==> src/rtl/mem_access_ctrl_pkg.sv <==
// Shared types and constants for the MEM-stage access controller.
package mem_access_ctrl_pkg;

  typedef enum logic [2:0] {IDLE, ACC1, GAP, ACC2, DONE} mem_ctrl_state_t;

  typedef logic [1:0] lc3b_byte_en;
  typedef logic [3:0] lc3b_opcode;

  localparam lc3b_byte_en BE_WORD = 2'b11;
  localparam lc3b_byte_en BE_LO   = 2'b01;
  localparam lc3b_byte_en BE_HI   = 2'b10;

  localparam lc3b_opcode OP_LDI = 4'b1010;
  localparam lc3b_opcode OP_STI = 4'b1011;

  // Indirect ops need a pointer fetch before the real access
  function automatic logic is_indirect(input lc3b_opcode op);
    return (op == OP_LDI) || (op == OP_STI);
  endfunction

endpackage

==> src/rtl/mem_access_ctrl_if.sv <==
// Pipeline-side request/response and data-memory port bundle.
// master: the controller; slave: pipeline register + memory side.
interface mem_access_ctrl_if #(
  parameter int DATA_W = 16,
  parameter int ADDR_W = 16
);
  import mem_access_ctrl_pkg::*;

  logic              valid_in;
  lc3b_opcode        opcode;
  logic              read_memory;
  logic              write_memory;
  logic              byte_op;
  logic [ADDR_W-1:0] addr_in;
  logic [DATA_W-1:0] wdata_in;
  logic              dmem_resp;
  logic [DATA_W-1:0] dmem_rdata;
  logic              dmem_read;
  logic              dmem_write;
  logic [ADDR_W-1:0] dmem_address;
  logic [DATA_W-1:0] dmem_wdata;
  lc3b_byte_en       dmem_byte_enable;
  logic [DATA_W-1:0] rdata_out;
  logic              mem_done;
  logic              stall;

  modport master (
    input  valid_in, opcode, read_memory, write_memory, byte_op, addr_in, wdata_in,
    input  dmem_resp, dmem_rdata,
    output dmem_read, dmem_write, dmem_address, dmem_wdata, dmem_byte_enable,
    output rdata_out, mem_done, stall
  );

  modport slave (
    output valid_in, opcode, read_memory, write_memory, byte_op, addr_in, wdata_in,
    output dmem_resp, dmem_rdata,
    input  dmem_read, dmem_write, dmem_address, dmem_wdata, dmem_byte_enable,
    input  rdata_out, mem_done, stall
  );

endinterface

==> src/rtl/mem_access_ctrl_byte_lane.sv <==
// Byte-lane steering for LDB/STB: lane mask, store replication, load ZEXT.
module mem_byte_lane
  import mem_access_ctrl_pkg::*;
#(
  parameter int DATA_W = 16
) (
  input  logic              i_byte_op,
  input  logic              i_addr_lsb,
  input  logic [DATA_W-1:0] i_wdata,
  input  logic [DATA_W-1:0] i_rdata,
  output lc3b_byte_en       o_be,
  output logic [DATA_W-1:0] o_wdata,
  output logic [DATA_W-1:0] o_rdata
);

  // Word ops pass through; byte ops select the lane addressed by addr[0]
  always_comb begin
    o_be    = BE_WORD;
    o_wdata = i_wdata;
    o_rdata = i_rdata;
    if (i_byte_op) begin
      o_be    = i_addr_lsb ? BE_HI : BE_LO;
      o_wdata = {(DATA_W/8){i_wdata[7:0]}};
      o_rdata = i_addr_lsb ? {{(DATA_W-8){1'b0}}, i_rdata[15:8]}
                           : {{(DATA_W-8){1'b0}}, i_rdata[7:0]};
    end
  end

endmodule

==> src/rtl/mem_access_ctrl.sv <==
// MEM-stage data-memory sequencer: word, byte and indirect (LDI/STI) accesses.
// Optional build macro MEM_STALL_CNT_EN adds a saturating stall_cycles counter.
module mem_access_ctrl
  import mem_access_ctrl_pkg::*;
#(
  parameter int DATA_W = 16,
  parameter int ADDR_W = 16
) (
  input  logic               clk,
  input  logic               rst_n,
  mem_access_ctrl_if.master  bus
`ifdef MEM_STALL_CNT_EN
  ,
  output logic [31:0]        stall_cycles
`endif
);

  mem_ctrl_state_t   r_state, w_state_next;
  logic              r_indirect, r_write, r_byte;
  logic [ADDR_W-1:0] r_addr, r_ptr;
  logic [DATA_W-1:0] r_wdata, r_rdata;
  logic              w_req, w_stall;
  lc3b_byte_en       w_lane_be;
  logic [DATA_W-1:0] w_lane_wdata, w_lane_rdata;

  assign w_req = bus.valid_in & (bus.read_memory | bus.write_memory);

  mem_byte_lane #(.DATA_W(DATA_W)) u_lane (
    .i_byte_op  (r_byte & ~r_indirect),
    .i_addr_lsb (r_addr[0]),
    .i_wdata    (r_wdata),
    .i_rdata    (bus.dmem_rdata),
    .o_be       (w_lane_be),
    .o_wdata    (w_lane_wdata),
    .o_rdata    (w_lane_rdata)
  );

  // Next state and memory-port strobes; strobes hold until dmem_resp
  always_comb begin
    w_state_next          = r_state;
    w_stall               = 1'b0;
    bus.dmem_read         = 1'b0;
    bus.dmem_write        = 1'b0;
    bus.dmem_address      = r_addr;
    bus.dmem_wdata        = r_wdata;
    bus.dmem_byte_enable  = BE_WORD;
    bus.mem_done          = 1'b0;
    unique case (r_state)
      IDLE: begin
        w_stall = w_req;
        if (w_req) w_state_next = ACC1;
      end
      ACC1: begin
        w_stall = 1'b1;
        // Pointer fetch of STI is a read even though the op is a store
        if (r_indirect || !r_write) bus.dmem_read = 1'b1;
        else                        bus.dmem_write = 1'b1;
        bus.dmem_byte_enable = r_indirect ? BE_WORD : w_lane_be;
        bus.dmem_wdata       = w_lane_wdata;
        if (bus.dmem_resp) w_state_next = r_indirect ? GAP : DONE;
      end
      GAP: begin
        w_stall      = 1'b1;
        w_state_next = ACC2;
      end
      ACC2: begin
        w_stall          = 1'b1;
        bus.dmem_address = r_ptr;
        if (r_write) bus.dmem_write = 1'b1;
        else         bus.dmem_read  = 1'b1;
        if (bus.dmem_resp) w_state_next = DONE;
      end
      DONE: begin
        bus.mem_done = 1'b1;
        w_state_next = IDLE;
      end
      default: w_state_next = IDLE;
    endcase
  end

  assign bus.stall     = w_stall;
  assign bus.rdata_out = r_rdata;

  // State register, request latches, pointer and load-result capture
  always_ff @(posedge clk) begin
    if (!rst_n) begin
      r_state    <= IDLE;
      r_indirect <= 1'b0;
      r_write    <= 1'b0;
      r_byte     <= 1'b0;
      r_addr     <= '0;
      r_ptr      <= '0;
      r_wdata    <= '0;
      r_rdata    <= '0;
    end else begin
      r_state <= w_state_next;
      if (r_state == IDLE && w_req) begin
        r_indirect <= is_indirect(bus.opcode);
        r_write    <= bus.write_memory;
        r_byte     <= bus.byte_op;
        r_addr     <= bus.addr_in;
        r_wdata    <= bus.wdata_in;
      end
      if (r_state == ACC1 && bus.dmem_resp) begin
        if (r_indirect)    r_ptr   <= bus.dmem_rdata;
        else if (!r_write) r_rdata <= w_lane_rdata;
      end
      if (r_state == ACC2 && bus.dmem_resp && !r_write) r_rdata <= bus.dmem_rdata;
    end
  end

`ifdef MEM_STALL_CNT_EN
  logic [31:0] r_stall_cycles;

  // Saturating count of cycles the pipeline was held
  always_ff @(posedge clk) begin
    if (!rst_n)
      r_stall_cycles <= '0;
    else if (w_stall && r_stall_cycles != 32'hFFFF_FFFF)
      r_stall_cycles <= r_stall_cycles + 32'd1;
  end

  assign stall_cycles = r_stall_cycles;
`endif

endmodule

==> src/flat_wrapper.sv <==
// flat-port wrapper written by rule: the top's interface ports become plain ports
module mem_access_ctrl_flat import mem_access_ctrl_pkg::*;
#(
  parameter int DATA_W = 16,
  parameter int ADDR_W = 16
)
  (clk, rst_n, bus_valid_in, bus_opcode, bus_read_memory, bus_write_memory, bus_byte_op, bus_addr_in, bus_wdata_in, bus_dmem_resp, bus_dmem_rdata, bus_dmem_read, bus_dmem_write, bus_dmem_address, bus_dmem_wdata, bus_dmem_byte_enable, bus_rdata_out, bus_mem_done, bus_stall);
  mem_access_ctrl_if #(.DATA_W(DATA_W), .ADDR_W(ADDR_W)) bus_i ();
  input  logic clk;
  input  logic rst_n;
  input wire logic [$bits(bus_i.valid_in)-1:0] bus_valid_in;
  input wire logic [$bits(bus_i.opcode)-1:0] bus_opcode;
  input wire logic [$bits(bus_i.read_memory)-1:0] bus_read_memory;
  input wire logic [$bits(bus_i.write_memory)-1:0] bus_write_memory;
  input wire logic [$bits(bus_i.byte_op)-1:0] bus_byte_op;
  input wire logic [$bits(bus_i.addr_in)-1:0] bus_addr_in;
  input wire logic [$bits(bus_i.wdata_in)-1:0] bus_wdata_in;
  input wire logic [$bits(bus_i.dmem_resp)-1:0] bus_dmem_resp;
  input wire logic [$bits(bus_i.dmem_rdata)-1:0] bus_dmem_rdata;
  output wire logic [$bits(bus_i.dmem_read)-1:0] bus_dmem_read;
  output wire logic [$bits(bus_i.dmem_write)-1:0] bus_dmem_write;
  output wire logic [$bits(bus_i.dmem_address)-1:0] bus_dmem_address;
  output wire logic [$bits(bus_i.dmem_wdata)-1:0] bus_dmem_wdata;
  output wire logic [$bits(bus_i.dmem_byte_enable)-1:0] bus_dmem_byte_enable;
  output wire logic [$bits(bus_i.rdata_out)-1:0] bus_rdata_out;
  output wire logic [$bits(bus_i.mem_done)-1:0] bus_mem_done;
  output wire logic [$bits(bus_i.stall)-1:0] bus_stall;
  assign bus_i.valid_in = bus_valid_in;
  assign bus_i.opcode = bus_opcode;
  assign bus_i.read_memory = bus_read_memory;
  assign bus_i.write_memory = bus_write_memory;
  assign bus_i.byte_op = bus_byte_op;
  assign bus_i.addr_in = bus_addr_in;
  assign bus_i.wdata_in = bus_wdata_in;
  assign bus_i.dmem_resp = bus_dmem_resp;
  assign bus_i.dmem_rdata = bus_dmem_rdata;
  assign bus_dmem_read = bus_i.dmem_read;
  assign bus_dmem_write = bus_i.dmem_write;
  assign bus_dmem_address = bus_i.dmem_address;
  assign bus_dmem_wdata = bus_i.dmem_wdata;
  assign bus_dmem_byte_enable = bus_i.dmem_byte_enable;
  assign bus_rdata_out = bus_i.rdata_out;
  assign bus_mem_done = bus_i.mem_done;
  assign bus_stall = bus_i.stall;
  mem_access_ctrl #(.DATA_W(DATA_W), .ADDR_W(ADDR_W)) u_core (.clk(clk), .rst_n(rst_n), .bus(bus_i));
endmodule
==> config.mk <==
export PLATFORM = sky130hd
export DESIGN_NAME = mem_access_ctrl_flat
export DESIGN_NICKNAME = d
export VERILOG_FILES = /design/src/rtl/mem_access_ctrl_pkg.sv /design/src/rtl/mem_access_ctrl_if.sv /design/src/rtl/mem_access_ctrl_byte_lane.sv /design/src/rtl/mem_access_ctrl.sv /design/src/flat_wrapper.sv
export SDC_FILE = /design/constraint.sdc
export NUM_CORES = 1
export LEC_CHECK = 0
export ABC_AREA = 1
export CORE_ASPECT_RATIO = 1.1
export CORE_UTILIZATION = 30
export CTS_CLUSTER_SIZE = 40
export DETAILED_ROUTE_END_ITERATION = 7
export GPL_ROUTABILITY_DRIVEN = 0
export SYNTH_ARGS = -nofsm -noshare
export SYNTH_HDL_FRONTEND = slang
export SYNTH_SLANG_ARGS = --single-unit
==> constraint.sdc <==
create_clock -name clk -period 4 [get_ports clk]
set_clock_uncertainty 0.15 [all_clocks]
set_input_delay 0.4 -clock clk [delete_from_list [all_inputs] [get_ports clk]]
set_output_delay 0.4 -clock clk [all_outputs]
set_load 0.01 [all_outputs]
Yosys cells after proc, flatten, opt, wreduce, memory -nomap -nowiden:

Index checks and enable logic that the tools add are counted.

* bits of input ports: 59
* bits in registers: 70

* bitwise logic cells: 4
* equal/unequal tests: 11
* reduce and logical (&&, ||, !) cells: 13
* multiplexer cells: 26

Operators with widths (number)
* 2-to-1 mux 16 bit: 8
* 2-to-1 mux 3 bit: 4
* one-hot mux 3 bit (4 select lines): 1
* equality test 4 bit (second input constant): 2
* 2-to-1 mux 2 bit: 4
* 2-to-1 mux 8 bit: 1
* != test 2 bit (second input constant): 4
* equality test 3 x 2 -> 1 bit (second input constant): 2
* one-hot mux 1 bit (2 select lines): 3
* AND reduction 3 bit: 2
* 2-to-1 mux 1 bit: 5
* logical AND 1 bit: 4
* equality test 3 x 1 -> 1 bit (second input constant): 1
* equality test 3 bit (second input constant): 1
* zero test 3 bit: 1
* OR reduction 3 bit: 1
* AND 1 bit: 2
* logical OR 1 bit: 2
* != test 2 x 1 -> 1 bit (second input constant): 1
* AND reduction 2 bit: 1
* nonzero test 2 bit: 1
* zero test 1 bit: 1
* NOT 1 bit: 1
* OR 1 bit: 1

Logic depth before layout (Yosys ltp):

Gate-level depths: netlist of run 1.

* word-level depth: 7
* gate-level depth with buffers: 9
* gate-level depth less buffers: 8

Hierarchy:

From an unflattened synthesis of run 1, not the netlist that was laid out.

* cell total of the unflattened synthesis: 571
* area, all modules: 3713.6 µm²

By module, submodules not included
* mem_access_ctrl: cells an instance 491, area each 3300.7 µm², times used 1
* mem_byte_lane: cells an instance 80, area each 412.9 µm², times used 1

Worst setup path before layout of run 1:

OpenSTA, ideal clock, no wires.

* kind: flip-flop to output port
* from: reg u_core.r_state[0]
* to: out bus_dmem_wdata[10]
* path slack: 2272 ps
* arrival: 1178 ps
* cell stages (with the launch flop): 7
* data required time: 3450 ps
* cell sequence: dfxtp_1 > inv_2 > nor2_4 > nand3_2 > clkinv_1 > nand2_1 > nand2_1

* cells in the longest elaborated chain, start to end: 2

Ends and longest elaborated chain
* from (decl): line mem_access_ctrl.sv:18 `mem_ctrl_state_t r_state, w_state_next;`
* from (signal assigned): line mem_access_ctrl.sv:96 `r_state <= w_state_next;`
* equality test 3 x 1 -> 1 bit: line mem_access_ctrl.sv:48 `unique case (r_state)`
* 2-to-1 mux 16 bit: line mem_access_ctrl.sv:48
* to (decl): line flat_wrapper.sv:23 `output wire logic [$bits(bus_i.dmem_wdata)-1:0] bus_dmem_wdata;`

Every way passes these cells.

Worst setup path after layout of run 1:

* from: reg u_core.r_state[0]
* to: out bus_dmem_address[15]

* cells in the longest elaborated chain, start to end: 2

Ends and longest elaborated chain
* equality test 3 x 2 -> 1 bit: line mem_access_ctrl.sv:48
* 2-to-1 mux 16 bit: line mem_access_ctrl.sv:48
* to (decl): line flat_wrapper.sv:22 `output wire logic [$bits(bus_i.dmem_address)-1:0] bus_dmem_address;`

Every way passes these cells.

==> qor.log, run 1 <==
INFO  clock_tree     latest_clock_arrival_within_the_worst_skew_pair=330ps
INFO  clock_tree     buffers_inserted_during_post_cts_setup_optimization=0
INFO  worst_setup_path timing.critical_path.mode_cell=sky130_fd_sc_hd__nand2_1
INFO  synthesis      netlist_area=3200µm²
INFO  clock_tree     clock_sink_count=70
INFO  synthesis      netlist-cell-type-count=28
INFO  clock_tree     htree_levels=3
INFO  sta            finalSetupViolations=0
INFO  clock_tree     clockBufferDepth=2
INFO  sta            maxClockFrequency=338MHz
INFO  grt            antenna_found_initial=0
INFO  layout         num-nets-final=613
INFO  routing        detail_route.drc_violations=0
INFO  worst_setup_path crit_path_top_delay_cell=sky130_fd_sc_hd__clkdlybuf4s50_1
INFO  floorplanning  start_util=0.308
INFO  layout         antenna-diode-count=0
INFO  sta            hold_ws=321ps
INFO  worst_setup_path setup.worst_path.class=flop to output pin
INFO  synthesis      postSynthNetCount=518
INFO  synthesis      post_synth_most_frequent_cells=sky130_fd_sc_hd__nand2_1, sky130_fd_sc_hd__nor2_1, sky130_fd_sc_hd__dfxtp_1
INFO  clock_tree     hold_buffers=0
INFO  grt            grt_pass1_vias=3,009
INFO  clock_tree     cts_root_buf=sky130_fd_sc_hd__clkbuf_16
INFO  synthesis      synth_area_leaders=sky130_fd_sc_hd__dfxtp_1, sky130_fd_sc_hd__nand2_1, sky130_fd_sc_hd__nor2_1
INFO  sta            final.setup.tns=0ps
INFO  floorplanning  area_enclosed_by_the_die_boundary=11,100µm²
INFO  worst_setup_path family_of_cells_with_the_greatest_summed_delay_on_the_critical_path=buffers and inverters
INFO  pwr            peakVddDrop=0.202mV
INFO  worst_setup_path worst-path-buf-inv=2
INFO  floorplanning  floorplan.core_area=10,400µm²
INFO  floorplanning  die_w=100µm
INFO  routing        route.final.wire_length=8980µm
INFO  worst_setup_path arrival=2400ps
INFO  worst_setup_path slowest_delay=510ps
INFO  synthesis      synth_enable_flop_cells=0
INFO  synthesis      async_flop_share=0
INFO  worst_setup_path cp-end-kind=output pin
INFO  layout         layout-drive-gt1-share=0.0663
INFO  sta            worst_pin_slew=745ps
INFO  synthesis      syn_area_per_cell=6.97µm²
INFO  layout         area.sequential=1400µm²
INFO  layout         fill_cells=1,102
INFO  routing        routedWlPerCell=12.8µm
INFO  sta            rsz0062_at_grt=false
INFO  routing        dr_total_vias=3,188
INFO  placed_design  dpl.hpwl=6270µm
INFO  worst_setup_path path_max_fanout=19
INFO  worst_setup_path crit_chain=nand2_2, nor2_4, inv_1, nand2_1, nand2_1, clkdlybuf4s50_1
INFO  clock_tree     tritoncts.num_buffers=9
INFO  synthesis      netlist.area_leader.share=0.438
INFO  sta            timing.final.crit_period=2950ps
INFO  synthesis      synth_ff_type=sky130_fd_sc_hd__dfxtp_1
INFO  synthesis      part_of_the_yosys_area_used_for_sequential_elements=0.438
INFO  synthesis      synth_most_common_cell=sky130_fd_sc_hd__nand2_1
INFO  grt            grt_first_pass_wirelength=14,600µm
INFO  floorplanning  io-pin-count=113
INFO  grt            grt_overflow_total=0
INFO  floorplanning  std_cell_rows=39
INFO  clock_tree     clkTransAtPathRegs=60ps
INFO  routing        avgViaCountPerCell=4.55
INFO  sta            post-route-period-util=0.739
INFO  worst_setup_path critical_path_data_required_time=3450ps
INFO  sta            count_of_final_hold_check_violations=0
INFO  worst_setup_path timing.critical_path.from_type=flop
INFO  synthesis      ys_seq_elements=70
INFO  clock_tree     cts-resized-gates=0
INFO  layout         flow.area_growth_from_synthesis=44.5%
INFO  grt            largest_net_degree_at_the_start_of_global_routing=53
INFO  run_status     status=finished clean
INFO  pwr            pwr_density=443nW/µm²
INFO  synthesis      netlist_instances=459
INFO  pwr            power_leakage=1.94nW
INFO  grt            grt_use_total=0.169
INFO  synthesis      ys_warn_count=0
INFO  sta            worst_slew_margin_rel=0.502
INFO  routing        drt-pass1-iter-count=6
INFO  placed_design  place.port_buffers=111
INFO  min_path       worstHoldPathType=flop to flop
INFO  routing        initialDrtViolationCount=145
INFO  routing        drt.antenna.violating_nets=0
INFO  clock_tree     cts_tree=done
INFO  sta            slew_violations=0
INFO  job            cap_viol_max_count=0
INFO  layout         multi_input_comb_area=1500µm²
INFO  floorplanning  die_height=110µm
INFO  synthesis      yosysTopAreaCell=sky130_fd_sc_hd__dfxtp_1
-- report_power, final --
part	internal (W)	switching (W)	leakage (nW)
logic	0.000221	0.000235	1.22
registers	0.000765	0.0000431	0.573
clock network	0.000494	0.000290	0.141
total	0.00148	0.000569	1.94
-- final cells by class --
| class | instances | share of cell area |
|---|---|---|
| multi-input cells | 325 | 0.324 |
| flip-flops and latches | 70 | 0.303 |
| repair buffers | 113 | 0.243 |
| clock buffers | 11 | 0.0525 |
| well taps | 143 | 0.0387 |
| inverters | 35 | 0.0284 |
| clock inverters | 4 | 0.0103 |
-- registers in the layout, summed over array words and instances, names as in the netlist --
name / cells
u_core.bus.rdata_out: 16
u_core.r_addr: 16
u_core.r_ptr: 16
u_core.r_wdata: 16
u_core.r_state: 3
u_core.r_byte: 1
u_core.r_indirect: 1
u_core.r_write: 1
-- final timing paths --
path                                         from                                   end  slack [ps]  cells past startpoint
min          u_core.bus.rdata_out[8]$_SDFFE_PN0P_  u_core.bus.rdata_out[8]$_SDFFE_PN0P_         320                      2
max                u_core.r_state[0]$_SDFFE_PN0P_                  bus_dmem_address[15]        1050                      6
min reg2reg  u_core.bus.rdata_out[8]$_SDFFE_PN0P_  u_core.bus.rdata_out[8]$_SDFFE_PN0P_         320                      2
max reg2reg        u_core.r_state[1]$_SDFFE_PN0P_  u_core.bus.rdata_out[9]$_SDFFE_PN0P_        2000                      6
-- per-stage QoR --
step                       util  instances  total power [W]  instance area, µm²  setup slack (ps)
final                     0.445        701          0.00205                4630              1050
after global routing      0.445        701          0.00216                4630               808
after CTS                 0.445        701          0.00207                4630              1020
after detailed placement  0.417        686          0.00128                4340              1380
after global placement    0.417        686          0.00128                4340              1390
after floorplan               -        459          0.00107                3200              2270
-- cell families (layout without fill, tap and decap cells) --
family                 count (synthesis)  after routing  synth area share
and+or+nand+nor                      251            251             0.351
DFF                                   70             70             0.438
AOI/OAI and AO/OA                     74             74             0.117
buffers and inverters                 64            163            0.0942
-- worst register-to-register path, stage by stage (launching register included) --
cell                      delay, ps
sky130_fd_sc_hd__dfxtp_1        380
sky130_fd_sc_hd__inv_2           90
sky130_fd_sc_hd__nand2_1        560
sky130_fd_sc_hd__nand2_4        130
sky130_fd_sc_hd__nor2_4         320
sky130_fd_sc_hd__nand3_1        130
sky130_fd_sc_hd__a21oi_1        150
-- placed cells by master, fill, tap and decap left out, drive strengths merged --
master	instances
clkdlybuf4s50	111
nand2	111
nor2	96
dfxtp	70
o21ai	53
inv	33
nand3	24
a21oi	19
nor4	16
clkbuf	11
clkinv	4
nor3	3
buf	2
a31oi	1
a211oi	1
nand3b	1
bufinv	1
clkinvlp	1
-- per-layer routing --
metal / GRT usage / part of all wire / up-vias
met1: 0.221 / 0.47 / 1418
met4: 0.0631 / 0.011 / 0
met5: 0 / 0 / -
met3: 0.0473 / 0.075 / 10
li1: - / - / 1659
met2: 0.265 / 0.44 / 101
No activity file was read; power rests on OpenSTA's default activity.
==> inputs of run 2 (changes only) <==
clock period = 2.9 ns   (was 4 ns; I/O delays follow)
==> run 2 against run 1 <==
Compared with the run above:
- largest cell class unchanged
- worst setup slack got worse by 850 ps
- clock power increased by 39%
- via count unchanged
- core utilization increased by 0.25 points
==> qor.log, run 2 (synthesis gave the netlist of run 1 again) <==
INFO  clock_tree     buffers_inserted_during_post_cts_setup_optimization=0
INFO  sta            count_of_final_hold_check_violations=0
INFO  floorplanning  std_cell_rows=39
INFO  clock_tree     cts-resized-gates=0
INFO  layout         num-nets-final=616
INFO  pwr            internal_power=0.00205W
INFO  sta            maxClockFrequency=369MHz
INFO  clock_tree     tritoncts.num_buffers=9
INFO  worst_setup_path timing.rr.end=u_core.r_ptr[2]$_SDFFE_PN0P_
INFO  clock_tree     htree_levels=3
INFO  worst_setup_path worst-r2r-cell-count=6
INFO  placed_design  dpl.hpwl=6350µm
INFO  sta            final.setup.tns=0ps
INFO  grt            grt_overflow_total=0
INFO  min_path       worstHoldPathType=flop to flop
INFO  worst_setup_path arrival=2270ps
INFO  placed_design  place.port_buffers=111
INFO  grt            antenna_found_initial=0
INFO  job            cap_viol_max_count=0
INFO  worst_setup_path cp-end-kind=output pin
INFO  sta            timing.final.crit_period=2710ps
INFO  pwr            design_power_total=0.00284W
INFO  floorplanning  start_util=0.308
INFO  clock_tree     clkTransAtPathRegs=60ps
INFO  pwr            comb_power_share=0.223
INFO  routing        drt-pass1-iter-count=5
INFO  run_status     status=finished clean
INFO  routing        dr_total_vias=3,188
INFO  floorplanning  io-pin-count=113
INFO  pwr            seqPwrFrac=0.393
INFO  clock_tree     cts_tree=done
INFO  clock_tree     latest_clock_arrival_within_the_worst_skew_pair=330ps
INFO  pwr            peakVddDrop=0.245mV
INFO  worst_setup_path timing.reg2reg.setup_slack=1080ps
INFO  pwr            power_leakage=1.95nW
INFO  routing        drt.antenna.violating_nets=0
INFO  placed_design  dp_worst_setup_slack=529ps
INFO  pwr            clockPowerShare=0.384
INFO  sta            finalSetupViolations=0
INFO  routing        avgViaCountPerCell=4.52
INFO  layout         most_common_cell_after_layout_fill_and_taps_aside=sky130_fd_sc_hd__clkdlybuf4s50_1
INFO  routing        routedWlPerCell=12.8µm
INFO  clock_tree     cts_root_buf=sky130_fd_sc_hd__clkbuf_16
INFO  min_path       hold_path_depth=2
INFO  floorplanning  die_height=110µm
INFO  sta            worst_pin_slew=694ps
INFO  layout         antenna-diode-count=0
INFO  sta            rsz0062_at_grt=false
INFO  sta            postLayoutSetupSlackWorst=191ps
INFO  layout         layout-drive-gt1-share=0.0694
INFO  pwr            pwr_density=611nW/µm²
INFO  worst_setup_path setup.worst_path.class=flop to output pin
INFO  sta            slew_violations=0
INFO  routing        route.final.wire_length=9010µm
INFO  clock_tree     clock_sink_count=70
INFO  floorplanning  area_enclosed_by_the_die_boundary=11,100µm²
INFO  clock_tree     clockBufferDepth=2
INFO  grt            grt_pass1_vias=2,979
INFO  min_path       min-delay-start=u_core.bus.rdata_out[13]$_SDFFE_PN0P_
INFO  grt            grt_first_pass_wirelength=14,400µm
INFO  grt            grt_use_total=0.167
INFO  grt            largest_net_degree_at_the_start_of_global_routing=52
INFO  worst_setup_path path_max_fanout=10
INFO  layout         finish.cell_count_without_fillers=705
INFO  layout         commonest_cells_after_routing_fill_and_taps_aside=sky130_fd_sc_hd__clkdlybuf4s50_1, sky130_fd_sc_hd__nand2_1, sky130_fd_sc_hd__nor2_1
INFO  worst_setup_path reg_to_reg_startpoint=u_core.r_state[1]$_SDFFE_PN0P_
INFO  pwr            power.switching=0.000787W
INFO  worst_setup_path timing.critical_path.from_type=flop
INFO  clock_tree     hold_buffers=0
INFO  worst_setup_path critical_path_data_required_time=2460ps
INFO  sta            post-route-period-util=0.934
INFO  routing        initialDrtViolationCount=119
INFO  placed_design  dp_cells=689
INFO  routing        detail_route.drc_violations=0
INFO  layout         flow.area_growth_from_synthesis=45.3%
INFO  min_path       timing.hold.worst_endpoint=u_core.bus.rdata_out[13]$_SDFFE_PN0P_
INFO  pwr            power.switching_fraction=0.277
INFO  floorplanning  floorplan.core_area=10,400µm²
INFO  sta            worst_slew_margin_rel=0.536
INFO  floorplanning  die_w=100µm
[run 2: worst max path at each step]
stage / slack (ps) / endpoint / startpoint
global placement: 560 / bus_dmem_wdata[9] / u_core.r_state[0]$_SDFFE_PN0P_
floorplan: 1280 / bus_dmem_wdata[10] / u_core.r_state[0]$_SDFFE_PN0P_
CTS: 170 / bus_dmem_wdata[8] / u_core.r_state[0]$_SDFFE_PN0P_
detailed placement: 530 / bus_dmem_wdata[8] / u_core.r_state[0]$_SDFFE_PN0P_
global route: 40 / bus_dmem_wdata[9] / u_core.r_state[0]$_SDFFE_PN0P_
finish: 190 / bus_dmem_wdata[8] / u_core.r_state[0]$_SDFFE_PN0P_
[run 2: routing by layer]
layer  vias to the layer above  track usage  share of wire
li1                       1660            -              -
met1                      1404        0.221           0.48
met2                       114        0.262           0.44
met3                        10       0.0511          0.070
met4                         0       0.0528          0.012
met5                         -            0              0
[run 2: cell type report]
cell class / instances / area, µm²
Tap cell: 143 / 179
Clock buffer: 13 / 250
Clock inverter: 3 / 43.8
Multi-Input combinational cell: 325 / 1500
Fill cell: 1090 / 5740
Inverter: 35 / 131
Sequential cell: 70 / 1400
Timing Repair Buffer: 116 / 1150
[run 2: power groups by stage]
stage,Clock [W],Sequential [W],Combinational [W]
after floorplan,0,0.00113,0.000344
after global placement,0,0.00113,0.000633
after detailed placement,0,0.00113,0.000635
after CTS,0.00111,0.00112,0.000641
after global routing,0.00116,0.00113,0.000701
final,0.00109,0.00112,0.000634
[run 2: per-stage QoR]
step | utilization | area, µm² | hold WS, ps
4_1_cts | 0.448 | 4650 | 321
3_5_place_dp | 0.419 | 4360 | 313
5_1_grt | 0.448 | 4650 | 344
6_report | 0.448 | 4650 | 319
2_1_floorplan | - | 3200 | 275
3_3_place_gp | 0.419 | 4360 | 305
[run 2: critical path, stage by stage (launching register included)]
cell and delay, ps:
sky130_fd_sc_hd__dfxtp_1 490, sky130_fd_sc_hd__inv_2 100, sky130_fd_sc_hd__nor2_4 180, sky130_fd_sc_hd__nand3_2 230, sky130_fd_sc_hd__clkinv_1 250, sky130_fd_sc_hd__nand2_1 80, sky130_fd_sc_hd__nand2_1 70, sky130_fd_sc_hd__clkdlybuf4s50_1 540
